[config.mk]
export PLATFORM = sky130hd
export DESIGN_NAME = psram_spi_ctrl
export DESIGN_NICKNAME = d
export VERILOG_FILES = /design/src/rtl/psram_pkg.sv /design/src/rtl/psram_spi_byte.sv /design/src/rtl/psram_spi_ctrl.sv
export SDC_FILE = /design/constraint.sdc
export NUM_CORES = 1
export LEC_CHECK = 0
export BUFFER_PORTS_ARGS = -buffer_cell sky130_fd_sc_hd__buf_2
export CAP_MARGIN = 20
export CORE_ASPECT_RATIO = 2
export CORE_UTILIZATION = 61
export DETAILED_ROUTE_END_ITERATION = 10
export PLACE_DENSITY = 0.86
export SYNTH_ARGS = -nofsm -noshare
export SYNTH_HDL_FRONTEND = slang
export SYNTH_HIERARCHICAL = 1
export SYNTH_SLANG_ARGS = --single-unit
[constraint.sdc]
create_clock -name sysclk -period 5.38 [get_ports sysclk]
set_input_delay 0.538 -clock sysclk [delete_from_list [all_inputs] [get_ports sysclk]]
set_output_delay 0.538 -clock sysclk [all_outputs]
set_load 0.005 [all_outputs]
[src/rtl/psram_pkg.sv]
// Shared definitions for the APS6404-class SPI PSRAM controller:
// command opcodes, expected EID bytes, page geometry and FSM state encoding.
package psram_pkg;

   localparam logic [7:0] CMD_WRITE = 8'h02;
   localparam logic [7:0] CMD_READ  = 8'h03;
   localparam logic [7:0] CMD_RSTEN = 8'h66;
   localparam logic [7:0] CMD_RST   = 8'h99;
   localparam logic [7:0] CMD_RDID  = 8'h9F;

   localparam logic [7:0] EID_MFR   = 8'h0D;
   localparam logic [7:0] EID_KGD   = 8'h5D;

   localparam int PAGE_SIZE = 1024;
   localparam int PAGE_W    = $clog2(PAGE_SIZE);

   typedef enum logic [3:0] {
      S_POR_WAIT,
      S_RSTEN,
      S_GAP,
      S_RST,
      S_RDID,
      S_IDLE,
      S_CMD,
      S_ADDR,
      S_DATA,
      S_PAGE_GAP,
      S_END_GAP
   } state_t;

endpackage

[src/rtl/psram_spi_byte.sv]
// SPI mode-0 byte shifter, MSB first, CLK_DIV sysclk cycles per half-period.
// Ports: start/din load a byte (also back-to-back in the done cycle);
// done is high in the last cycle of a byte, when dout holds the received byte;
// busy while shifting; spiclk/mosi/miso are the serial pins.
module psram_spi_byte #(
   parameter int CLK_DIV = 4
) (
   input  logic       sysclk,
   input  logic       rst_n,
   input  logic       start,
   input  logic [7:0] din,
   output logic [7:0] dout,
   output logic       busy,
   output logic       done,
   output logic       spiclk,
   output logic       mosi,
   input  logic       miso
);

   localparam int DW = $clog2(CLK_DIV);

   logic [DW-1:0] div_q;
   logic [3:0]    half_q;
   logic [7:0]    tx_q;
   logic [7:0]    rx_q;
   logic          busy_q;
   logic          sck_q;
   logic          tick;

   assign tick   = busy_q && (div_q == DW'(CLK_DIV - 1));
   // last cycle of the final high phase: the falling edge ends the byte
   assign done   = tick && (half_q == 4'd15);
   assign busy   = busy_q;
   assign dout   = rx_q;
   assign spiclk = sck_q;
   assign mosi   = busy_q & tx_q[7];

   always_ff @(posedge sysclk) begin
      if (!rst_n) begin
         div_q  <= '0;
         half_q <= '0;
         tx_q   <= '0;
         rx_q   <= '0;
         busy_q <= 1'b0;
         sck_q  <= 1'b0;
      end else if (start) begin
         busy_q <= 1'b1;
         div_q  <= '0;
         half_q <= '0;
         tx_q   <= din;
         sck_q  <= 1'b0;
      end else if (busy_q) begin
         if (tick) begin
            div_q  <= '0;
            half_q <= half_q + 4'd1;
            if (!half_q[0]) begin
               sck_q <= 1'b1;
               rx_q  <= {rx_q[6:0], miso};
            end else begin
               sck_q <= 1'b0;
               tx_q  <= {tx_q[6:0], 1'b0};
               if (half_q == 4'd15) busy_q <= 1'b0;
            end
         end else begin
            div_q <= div_q + DW'(1);
         end
      end
   end

endmodule

[src/rtl/psram_spi_ctrl.sv]
// SPI PSRAM controller: power-up wait, reset-enable/reset, EID read, then
// single/burst read/write requests split at 1 KB page boundaries.
// Ports: req_* request handshake; wr_data/wr_ready write byte feed;
// rd_data/rd_valid read byte stream; done per request; init_done/id_ok/eid
// init status; spiclk/mosi/miso/ce_q_ device pins.
module psram_spi_ctrl
   import psram_pkg::*;
#(
   parameter int CLK_DIV        = 4,
   parameter int POWERON_CYCLES = 7500,
   parameter int CS_GAP         = 8,
   parameter int MAX_BURST      = 32,
   parameter int ADDR_W         = 23,
   localparam int LEN_W         = $clog2(MAX_BURST)
) (
   input  logic              sysclk,
   input  logic              rst_n,
   input  logic              req_valid,
   output logic              req_ready,
   input  logic              req_write,
   input  logic [ADDR_W-1:0] req_addr,
   input  logic [LEN_W-1:0]  req_len,
   input  logic [7:0]        wr_data,
   output logic              wr_ready,
   output logic [7:0]        rd_data,
   output logic              rd_valid,
   output logic              done,
   output logic              init_done,
   output logic              id_ok,
   output logic [63:0]       eid,
   output logic              spiclk,
   output logic              mosi,
   input  logic              miso,
   output logic              ce_q_
);

   localparam int GAP_END = CLK_DIV + CS_GAP - 1;
   localparam int CW = $clog2(POWERON_CYCLES + CLK_DIV + CS_GAP + 1);

   state_t            state_q, state_n, ret_q, ret_n;
   logic [CW-1:0]     cnt_q, cnt_n;
   logic [3:0]        bidx_q, bidx_n;
   logic [ADDR_W-1:0] addr_q, addr_n;
   logic [LEN_W-1:0]  left_q, left_n;
   logic              write_q, write_n;
   logic [63:0]       eid_q, eid_n;
   logic              ce_q, ce_n;
   logic [7:0]        rdd_q, rdd_n;
   logic              rdv_q, rdv_n;
   logic              done_q, done_n;
   logic              ready_q, ready_n;
   logic              init_q, init_n;
   logic              idok_q, idok_n;

   logic              start;
   logic [7:0]        din;
   logic [7:0]        cmd;
   logic [23:0]       a24;
   logic [7:0]        sh_dout;
   logic              sh_done;
   logic              sh_busy;

   psram_spi_byte #(.CLK_DIV(CLK_DIV)) u_byte (
      .sysclk (sysclk),
      .rst_n  (rst_n),
      .start  (start),
      .din    (din),
      .dout   (sh_dout),
      .busy   (sh_busy),
      .done   (sh_done),
      .spiclk (spiclk),
      .mosi   (mosi),
      .miso   (miso)
   );

   assign a24       = 24'(addr_q);
   assign cmd       = write_q ? CMD_WRITE : CMD_READ;
   assign req_ready = ready_q;
   assign rd_data   = rdd_q;
   assign rd_valid  = rdv_q;
   assign done      = done_q;
   assign init_done = init_q;
   assign id_ok     = idok_q;
   assign eid       = eid_q;
   assign ce_q_     = ce_q;

   always_comb begin
      state_n  = state_q;
      ret_n    = ret_q;
      cnt_n    = cnt_q;
      bidx_n   = bidx_q;
      addr_n   = addr_q;
      left_n   = left_q;
      write_n  = write_q;
      eid_n    = eid_q;
      ce_n     = ce_q;
      rdd_n    = rdd_q;
      rdv_n    = 1'b0;
      done_n   = 1'b0;
      ready_n  = ready_q;
      init_n   = init_q;
      idok_n   = idok_q;
      start    = 1'b0;
      din      = 8'h00;
      wr_ready = 1'b0;
      unique case (state_q)
         S_POR_WAIT: begin
            if (cnt_q == CW'(POWERON_CYCLES - 1)) begin
               start   = 1'b1;
               din     = CMD_RSTEN;
               ce_n    = 1'b0;
               cnt_n   = '0;
               state_n = S_RSTEN;
            end else begin
               cnt_n = cnt_q + CW'(1);
            end
         end
         S_RSTEN, S_RST: begin
            if (sh_done) begin
               ret_n   = (state_q == S_RSTEN) ? S_RST : S_RDID;
               cnt_n   = '0;
               state_n = S_GAP;
            end
         end
         // CE stays low CLK_DIV cycles after the last falling edge,
         // then high for CS_GAP cycles before the next step
         S_GAP, S_PAGE_GAP, S_END_GAP: begin
            cnt_n = cnt_q + CW'(1);
            if (cnt_q == CW'(CLK_DIV - 1)) ce_n = 1'b1;
            if (cnt_q == CW'(GAP_END)) begin
               cnt_n = '0;
               if (state_q == S_PAGE_GAP) begin
                  start   = 1'b1;
                  din     = cmd;
                  ce_n    = 1'b0;
                  state_n = S_CMD;
               end else if (state_q == S_END_GAP) begin
                  done_n  = 1'b1;
                  ready_n = 1'b1;
                  state_n = S_IDLE;
               end else if (ret_q == S_IDLE) begin
                  init_n  = 1'b1;
                  idok_n  = (eid_q[63:56] == EID_MFR) &&
                            (eid_q[55:48] == EID_KGD);
                  ready_n = 1'b1;
                  state_n = S_IDLE;
               end else begin
                  start   = 1'b1;
                  din     = (ret_q == S_RST) ? CMD_RST : CMD_RDID;
                  ce_n    = 1'b0;
                  bidx_n  = '0;
                  state_n = ret_q;
               end
            end
         end
         // byte 0 opcode, 1..3 zero address, 4..11 EID
         S_RDID: begin
            if (sh_done) begin
               bidx_n = bidx_q + 4'd1;
               if (bidx_q >= 4'd4) eid_n = {eid_q[55:0], sh_dout};
               if (bidx_q == 4'd11) begin
                  ret_n   = S_IDLE;
                  cnt_n   = '0;
                  state_n = S_GAP;
               end else begin
                  start = 1'b1;
               end
            end
         end
         S_IDLE: begin
            if (req_valid && ready_q) begin
               write_n = req_write;
               addr_n  = req_addr;
               left_n  = req_len;
               ready_n = 1'b0;
               ce_n    = 1'b0;
               start   = 1'b1;
               din     = req_write ? CMD_WRITE : CMD_READ;
               state_n = S_CMD;
            end
         end
         S_CMD: begin
            if (sh_done) begin
               start   = 1'b1;
               din     = a24[23:16];
               bidx_n  = 4'd1;
               state_n = S_ADDR;
            end
         end
         S_ADDR: begin
            if (sh_done) begin
               start  = 1'b1;
               bidx_n = bidx_q + 4'd1;
               if (bidx_q == 4'd1) begin
                  din = a24[15:8];
               end else if (bidx_q == 4'd2) begin
                  din = a24[7:0];
               end else begin
                  din      = write_q ? wr_data : 8'h00;
                  wr_ready = write_q;
                  state_n  = S_DATA;
               end
            end
         end
         S_DATA: begin
            if (sh_done) begin
               if (!write_q) begin
                  rdd_n = sh_dout;
                  rdv_n = 1'b1;
               end
               addr_n = addr_q + ADDR_W'(1);
               if (left_q == '0) begin
                  cnt_n   = '0;
                  state_n = S_END_GAP;
               end else begin
                  left_n = left_q - LEN_W'(1);
                  // top of a page (or of the address space): new frame
                  if (&addr_q[PAGE_W-1:0]) begin
                     cnt_n   = '0;
                     state_n = S_PAGE_GAP;
                  end else begin
                     start    = 1'b1;
                     din      = write_q ? wr_data : 8'h00;
                     wr_ready = write_q;
                  end
               end
            end
         end
         default: state_n = S_POR_WAIT;
      endcase
   end

   always_ff @(posedge sysclk) begin
      if (!rst_n) begin
         state_q <= S_POR_WAIT;
         ret_q   <= S_RST;
         cnt_q   <= '0;
         bidx_q  <= '0;
         addr_q  <= '0;
         left_q  <= '0;
         write_q <= 1'b0;
         eid_q   <= '0;
         ce_q    <= 1'b1;
         rdd_q   <= '0;
         rdv_q   <= 1'b0;
         done_q  <= 1'b0;
         ready_q <= 1'b0;
         init_q  <= 1'b0;
         idok_q  <= 1'b0;
      end else begin
         state_q <= state_n;
         ret_q   <= ret_n;
         cnt_q   <= cnt_n;
         bidx_q  <= bidx_n;
         addr_q  <= addr_n;
         left_q  <= left_n;
         write_q <= write_n;
         eid_q   <= eid_n;
         ce_q    <= ce_n;
         rdd_q   <= rdd_n;
         rdv_q   <= rdv_n;
         done_q  <= done_n;
         ready_q <= ready_n;
         init_q  <= init_n;
         idok_q  <= idok_n;
      end
   end

endmodule

# Yosys cells after proc, flatten, opt, wreduce, memory -nomap -nowiden
# Index checks and enable logic that the tools add are counted.
# classes
n_addsub,6
magnitude_cmp,1
n_eq_ne,40
mux,109
bitwise_logic,9
n_reduce_logical,38
# ops
op,n
8-bit two-way mux,15
13-bit two-way mux,8
4-bit two-way mux,25
13-bit case mux with 5 select lines,1
8-bit case mux with 6 select lines,1
23-bit two-way mux,2
23-bit case mux with 2 select lines,1
1-bit two-way mux,39
4-bit case mux with 8 select lines,1
"2-bit != test, second input constant",15
"23-bit by 1-bit adder with 23-bit output, second input constant",1
"4-bit by 3-bit == test with 1-bit output, second input constant",5
"4-bit == test, second input constant",5
3-bit AND reduction,6
"4-bit by 2-bit == test with 1-bit output, second input constant",4
5-bit two-way mux,3
7-bit two-way mux,2
"13-bit by 1-bit adder with 13-bit output, second input constant",1
"13-bit == test, second input constant",1
"13-bit by 2-bit == test with 1-bit output, second input constant",1
"13-bit by 4-bit == test with 1-bit output, second input constant",1
4-bit case mux with 3 select lines,1
12-bit AND reduction,1
4-bit AND reduction,3
other kinds (33),60
# totals
ff_bits,156
in_bits,41
output_inout_bits,81

# Logic depth before layout (Yosys ltp)
# Gate-level depths: netlist (run 1).
# logic_depth
ltp_word,8
mapped_depth,11
depth_no_buf,9

# Modules after synthesis
# Netlist (run 1), hierarchy kept.
# by_module_without_submodules
module,n_inst,cells_each,area_per_inst_um2,seq_area_each_um2
psram_spi_ctrl,1,882,6690.2,2622.5
psram_spi_byte,1,97,959.7,460.4

# Worst setup path after synthesis (run 1)
# No wires, ideal clock.
# synth_path
path_type,flip-flop to flip-flop
start,register state_q[2]
end,register u_byte.rx_q[0] (netlist: u_byte/dout[0])
setup_ps,116
t_arrival_ps,2493
path_slack_ps,2771
path_stages_with_launch,12
n_path_buf,4
path_cell_list,dfxtp_1 -> buf_2 -> or4b_1 -> buf_2 -> clkbuf_1 -> a22oi_1 -> o21ai_0 -> a31o_1 -> and4bb_2 -> buf_4 -> mux2i_1 -> nor2b_1
# synth_via
elab_chain_len,7
# synth_lines
item,line_no,source
start: declaration,psram_spi_ctrl.sv:40,"state_t state_q, state_n, ret_q, ret_n;"
start signal: assignment,psram_spi_ctrl.sv:251,state_q <= state_n;
4-bit == test,"psram_spi_ctrl.sv:106, psram_spi_ctrl.sv:137",
1-bit two-way mux,psram_spi_ctrl.sv:137,end else if (state_q == S_END_GAP) begin
1-bit two-way mux,psram_spi_ctrl.sv:132,if (state_q == S_PAGE_GAP) begin
1-bit two-way mux,psram_spi_ctrl.sv:130,if (cnt_q == CW'(GAP_END)) begin
1-bit case mux with 6 select lines *,psram_spi_ctrl.sv:106,unique case (state_q)
named net start,psram_spi_ctrl.sv:55,logic start;
1-bit inverter (no source line) *,--,
4-bit AND reduction (no source line) *,--,
end signal: assignment,psram_spi_byte.sv:58,"rx_q <= {rx_q[6:0], miso};"
end: declaration,psram_spi_byte.sv:25,logic [7:0] rx_q;
# The timed path passes the listed nets; every way through them passes the cells marked *.
# A chain may end at the register's enable or synchronous reset.

# Final worst setup path (run 1)
# layout_path
start,register state_q[3]
end,register addr_q[2]
# layout_via
elab_chain_len,3
# layout_lines
item,line_no,source
4-bit by 3-bit == test with 1-bit output / 4-bit == test (equally long branches),psram_spi_ctrl.sv:106,
2-bit != test (no source line) / 2-bit nonzero test (equally long branches),--,
3-bit AND reduction (no source line),--,
end signal: assignment,psram_spi_ctrl.sv:255,addr_q <= addr_n;
end: declaration,psram_spi_ctrl.sv:43,"logic [ADDR_W-1:0] addr_q, addr_n;"
# Parallel ways exist; a longest one is shown, timed or not.

==> impl_metrics.toml, run 1 <==
[worst_setup_path]
worstPathMaxFanout = 51
worstPathRequired_ns = 5.66
critPathLaunchType = "flop"
path_class = "reg -> reg"
crit-reg2reg-launch = "state_q[3]"
max_stage_delay_ns = 0.81
r2r_end = "addr_q[2]"
reg2reg_depth = 6
reg2reg_slack_ns = 2.11
cp_slowest_cell = "dfxtp_1"
timing.critical_path.cells = "or4b_2 > buf_4 > o22ai_2 > o21ai_0 > a2bb2oi_1 > nor2_1"
end_kind = "flop"
arrival_ns = 3.55

[floorplanning]
initial_core_util_pct = 62.7
chipHeight_um = 160
rows = 57
fp.dieW_um = 81.2
core_um2 = 12200
ios = 122
dieArea_um2 = 13000

[place]
hpwl_mm = 15.3
port_buffers = 121
gp_congestion = 1.05

[timing]
hold_violations = 0
tightest_slew_ns = 1.10
rsz0062_at_grt = "false"
fin_crit_ns = 3.27
setup_viol = 0
finClkSkew_ns = 0.0122
fin_hold_ws_ns = 0.385
maxSlewHeadroom_pct = 26.9
finalMaxSlewViolations = 0
post-route-period-util_pct = 60.8
setup-tns-final_ns = 0
fmax_mhz = 306

[min_path]
hold_class = "in -> reg"
holdPathStages = 3
min_from = "miso"
hold_end = "u_byte/dout[0]"

[synth]
synth.net_count = 1029
ys_seq_elements = 154
yosysWarnings = 6
ys.flop_type = "dfxtp_1"
synth_cells = 979
yosysUniqueCellTypes = 79
async_flop_share_pct = 0
syn_avg_cell_area_um2 = 7.81
seq_area_frac_synth_pct = 40.3
synth_area_um2 = 7650
synth_edf_count = 0

[global_routing]
grt_overflow = 0
grt_use_total_pct = 34.3
grt_pass1_wl_mm = 34.4
grt_start_max_net_pins = 66
antenna_found_initial = 0
grt_pass1_vias = 7043

[routing]
detail_route.first_pass.iterations = 7
ant_nets = 0
vias = 7592
viasPerCell = 6.23
drc = 0
post_drt_wl_per_cell_um = 18.0
drtIter0Drc = 431
wl_mm = 21.9

[flow_run]
drv_cap = 0

[power_and_ir_drop]
ir_worst_vdd_mv = 0.296
p_leak_uw = 0.00330
power_density_nw_per_um2 = 288

[clock_network]
cts_setup_buffers = 0
ctsHoldBuffers = 0
cts_root_buf = "clkbuf_16"
cts_tree = "done"
ctsHtreeMaxLevel = 4
cts.path.max_buffers = 2
path_clk_slew_ns = 0.06
clock_latency_ns = 0.43
cts_made_buffers = 17
cts_resized = 0
cts.sinks = 154

[cells_and_area]
drive_gt1_share_pct = 17.0
insertedDiodeCount = 0
area_delta_synth_final_pct = 14.5
nets = 1109

[status]
status = "finished clean"
[cells in the mapped netlist (3+ instances only)]
cell       count  share of area, %
nand2_1      205                10
dfxtp_1      154                40
a21oi_1      124               8.1
nor2_1        57               2.8
o21ai_0       55               3.6
clkbuf_1      45               2.2
nand3_1       32               2.1
mux2i_1       26               3.4
nor3_1        17               1.1
buf_2         15              0.98
inv_1         15              0.74
and3_1        14               1.1
nand4_1       13               1.1
nor2b_1       13               1.1
o31ai_1       13               1.3
or3_1         11              0.90
or4_1         10              0.98
ha_1           9               1.5
a22oi_1        8              0.79
nand2b_1       8              0.65
a211o_1        7              0.80
a21o_1         7              0.69
a31oi_1        7              0.57
nor4_1         6              0.49
o22ai_1        6              0.49
or2_1          6              0.49
a211oi_1       5              0.49
a22o_1         5              0.57
o21ai_1        5              0.33
a221o_1        4              0.52
xor2_1         4              0.46
a2bb2oi_1      3              0.34
and2_1         3              0.25
and4_1         3              0.34
buf_4          3              0.29
nor3b_1        3              0.29
[state kept, by name, indices dropped and copies added (netlist names), 5 cells and up]
| register | cells |
|---|---|
| eid | 64 |
| u_byte/dout | 8 |
| addr_q | 23 |
| left_q | 5 |
| cnt_q | 13 |
| u_byte/tx_q | 8 |
| rd_data | 8 |
[power breakdown]
group | internal (µW) | switching, µW
Combinational | 74.7 | 122
Sequential | 1150 | 32.8
Clock | 607 | 530
Total | 1830 | 686
[worst max path at each step]
stage,start,to,slack (ns)
after floorplan,state_q[2],u_byte/dout[0],2.77
after global placement,state_q[3],addr_q[4],2.24
after detailed placement,state_q[3],addr_q[2],2.19
after CTS,state_q[3],addr_q[2],2.19
after global routing,state_q[3],addr_q[4],1.94
final,state_q[3],addr_q[2],2.11
[kinds of logic (layout without fill, tap and decap cells)]
logic type	count (synthesis)	after routing	share of synthesized area, %
AOI/OAI and AO/OA	279	279	22.6
xor gates and xnor gates	6	6	0.687
DFF	154	154	40.3
buffers and inverters	82	174	4.61
adders and majority gates	9	9	1.47
and+or+nand+nor	422	422	26.8
muxes	27	27	3.55
[stage by stage]
| step | std cells | util [%] | cell area, µm² | setup WS (ns) | power (µW) |
|---|---|---|---|---|---|
| after CTS | 1218 | 71.8 | 8760 | 2.19 | 2530 |
| after global routing | 1218 | 71.8 | 8760 | 1.94 | 2600 |
| final | 1218 | 71.8 | 8760 | 2.11 | 2520 |
| after detailed placement | 1187 | 67.3 | 8200 | 2.19 | 1400 |
| after floorplan | 979 | - | 7650 | 2.77 | 1360 |
| after global placement | 1187 | 67.3 | 8200 | 2.24 | 1400 |
[worst max-delay path: cells and delay by family (launching register included)]
kind            cells  cell delay (ns)
compound gates      3             1.25
buf+inv             1             0.32
flops               1             0.81
simple gates        2             0.74
[area by class of cell]
| cell class | count | area [µm²] |
|---|---|---|
| fill | 1017 | 3440 |
| inverter | 15 | 56.3 |
| clock buffer | 17 | 425 |
| tap | 147 | 184 |
| timing repair buffer | 128 | 658 |
| multi-input combinational | 743 | 4220 |
| clock inverter | 14 | 129 |
| sequential | 154 | 3080 |
[cell usage in the layout, fill, tap and decap left out, types with 6 or more instances in the layout]
cell and instances:
nand2_1 205, dfxtp_1 154, a21oi_1 124, buf_2 121, nor2_1 57, o21ai_0 55
nand3_1 32, mux2i_1 26, nor3_1 17, clkbuf_16 17, inv_1 14, and3_1 14
nand4_1 13, nor2b_1 13, o31ai_1 13, or4_1 10, or3_1 10, ha_1 9
nand2b_1 8, a22oi_1 8, a211o_1 7, a21o_1 7, a31oi_1 7, buf_4 7
or2_1 6, o22ai_1 6, nor4_1 6
[layer usage]
| layer | track usage, % | wire length, µm | vias to the layer above |
|---|---|---|---|
| met5 | 0 | 0 | - |
| met4 | 24.1 | 1500 | 0 |
| met3 | 6.31 | 1300 | 92 |
| met2 | 58.6 | 11300 | 333 |
| met1 | 36.7 | 7780 | 3522 |
| li1 | - | - | 3645 |
(Power assumes the default switching activity.)
==> inputs of run 2 (changes only) <==
Settings changed: ABC_AREA set to 1, CORE_UTILIZATION 61 to 52, PLACE_DENSITY 0.86 to 0.78.
Clock period 5.38 ns to 2.8 ns, I/O delays scaled along.
==> run 2 against run 1 <==
Compared with the run above: sequential power up 100%; die area increased by 27%; maximum frequency increased by 29%; total power rose to 2.8 times the previous value; count of clock-buffer cells in the layout is 4 higher; sequential cell count stayed put; largest power group is now the clock network.
==> impl_metrics.toml, run 2 <==
[status]
status = "finished clean"

[routing]
detail_route.first_pass.iterations = 6
post_drt_wl_per_cell_um = 15.9
viasPerCell = 5.57
drc = 0
wl_mm = 24.9
ant_nets = 0
vias = 8751
drtIter0Drc = 472

[place]
gp_congestion = 1.02
port_buffers = 121
hpwl_mm = 18.3
place_area_um2 = 9040

[global_routing]
grt_use_total_pct = 30.7
grt_pass1_vias = 8462
grt_start_max_net_pins = 86
grt_overflow = 0
antenna_found_initial = 0
grt_pass1_wl_mm = 39.9

[min_path]
hold_end = "u_byte/dout[0]"
min_from = "miso"
holdPathStages = 3
hold_class = "in -> reg"

[cells_and_area]
nets = 1407
area_delta_synth_final_pct = 16.5
insertedDiodeCount = 0
drive_gt1_share_pct = 18.2
final_area_um2 = 9670
final_common_cell = "nand2_1"
most-common-layout-cells = "260 x nand2_1, 244 x nor2_1, 154 x dfxtp_1"
largest_register_ffs = 64

[synth]
async_flop_share_pct = 0
synth_common_cells = "260 x nand2_1, 244 x nor2_1, 154 x dfxtp_1"
ys_top_cells_by_area = "dfxtp_1 37%, nand2_1 12%, nor2_1 11%"
synth_cells = 1252
synth_edf_count = 0
yosysWarnings = 6
synth_top_area_share_pct = 37.2
synth.net_count = 1302
ys_seq_elements = 154
synth_top_area_cell = "dfxtp_1"
yosysUniqueCellTypes = 49
seq_area_frac_synth_pct = 37.2
yosys.cell_count.top_type = "nand2_1"
synth_area_um2 = 8300
ys.flop_type = "dfxtp_1"
syn_avg_cell_area_um2 = 6.63

[timing]
hold_violations = 0
tightest_slew_ns = 0.759
setup-tns-final_ns = 0
finalMaxSlewViolations = 0
finClkSkew_ns = 0.0107
fin_hold_ws_ns = 0.118
fmax_mhz = 394
maxSlewHeadroom_pct = 49.4
rsz0062_at_grt = "false"
fin_crit_ns = 2.54
setup_viol = 0
post-route-period-util_pct = 90.7

[worst_setup_path]
crit-reg2reg-launch = "addr_q[0]"
timing.critical_path.cells = "ha_1 > nand3_1 > nor2_1 > nand2_1 > nand2_2 > nand2_1 > o21ai_0 > nand3_1 > buf_4 > nor2_1 > inv_1 > nor3_2"
critPathLaunchType = "flop"
path_delay_family = "simple AND/OR/NAND/NOR gates"
path_class = "reg -> reg"
worst-path-buf-inv = 2
max_stage_delay_ns = 0.44
end_kind = "flop"
arrival_ns = 2.90
worstPathRequired_ns = 3.16
worstPathMaxFanout = 15
crit_start = "addr_q[0]"
cp_slowest_cell = "dfxtp_1"
reg2reg_slack_ns = 0.26
r2r_end = "u_byte/div_q[0]"
reg2reg_depth = 12

[flow_run]
drv_cap = 0

[floorplanning]
fp.dieW_um = 91.3
chipHeight_um = 181
dieArea_um2 = 16500
rows = 65
initial_core_util_pct = 52.9
core_um2 = 15700
ios = 122

[clock_network]
cts_setup_buffers = 0
ctsHoldBuffers = 0
cts_made_buffers = 17
cts_resized = 0
clock_latency_ns = 0.44
ctsHtreeMaxLevel = 4
cts_tree = "done"
cts.path.max_buffers = 2
cts.sinks = 154
path_clk_slew_ns = 0.07
cts_root_buf = "clkbuf_16"

[power_and_ir_drop]
swShare_pct = 37.8
power_frac_seq_pct = 33.9
ir_worst_vdd_mv = 0.579
clkPwrFrac_pct = 34.7
p_total_uw = 7090
pwr-share-comb_pct = 31.4
p_sw_uw = 2680
internal_power_uw = 4420
power_density_nw_per_um2 = 734
p_leak_uw = 0.00436
## run 2: changes by cell type in the layout (fill, tap and decap cells not counted), sizes merged, moves of 13 or more
cell	change
a21oi	-37
and3	-14
inv	+75
mux2i	-26
nand2	+80
nand3	+39
nor2	+201
nor2b	-13
o21ai	+92
o31ai	-13
## run 2: cells by family after synthesis
| group | count (synthesis) | synth area share, % |
|---|---|---|
| compound gates | 266 | 17.5 |
| xor+xnor | 11 | 1.16 |
| fa+ha+maj | 9 | 1.36 |
| buf+inv | 150 | 7.67 |
| flops | 154 | 37.2 |
| simple gates | 662 | 35.2 |
## run 2: worst max-delay path by stage
stage	endpoint	cells past startpoint
after floorplan	u_byte/dout[0]	13
after global placement	u_byte/div_q[0]	12
after detailed placement	u_byte/div_q[0]	12
after CTS	u_byte/div_q[0]	12
after global routing	u_byte/div_q[0]	12
final	u_byte/div_q[0]	12
## run 2: power groups by stage
stage               Combinational (µW)  Clock (µW)  Sequential [µW]
floorplan                         1800           0             2420
global placement                  2170           0             2450
detailed placement                2180           0             2450
CTS                               2190        2490             2400
global route                      2450        2580             2420
finish                            2230        2460             2410
## run 2: final cells by class
class	instances	area, µm²
Sequential cell	154	3080
Fill cell	1517	6030
Clock buffer	21	470
Tap cell	201	251
Clock inverter	11	159
Inverter	96	375
Timing Repair Buffer	140	748
Multi-Input combinational cell	948	4580
## run 2: worst min-delay path: stages
cell	delay (ns)
buf_2	0.08
o21ai_0	0.07
nor2_1	0.08
## run 2: per-layer routing
metal / wire, µm / global-route usage [%]
met5: 0 / 0
met4: 1830 / 23.8
met3: 1330 / 5.86
met1: 8530 / 28.4
met2: 13300 / 57.4
## run 2: per-stage QoR
stage	util, %	setup WS, ns	instances
finish	61.6	0.259	1571
global placement	57.6	0.471	1539
global route	61.6	0.0540	1571
floorplan	-	0.648	1252
CTS	61.6	0.321	1571
detailed placement	57.6	0.355	1539
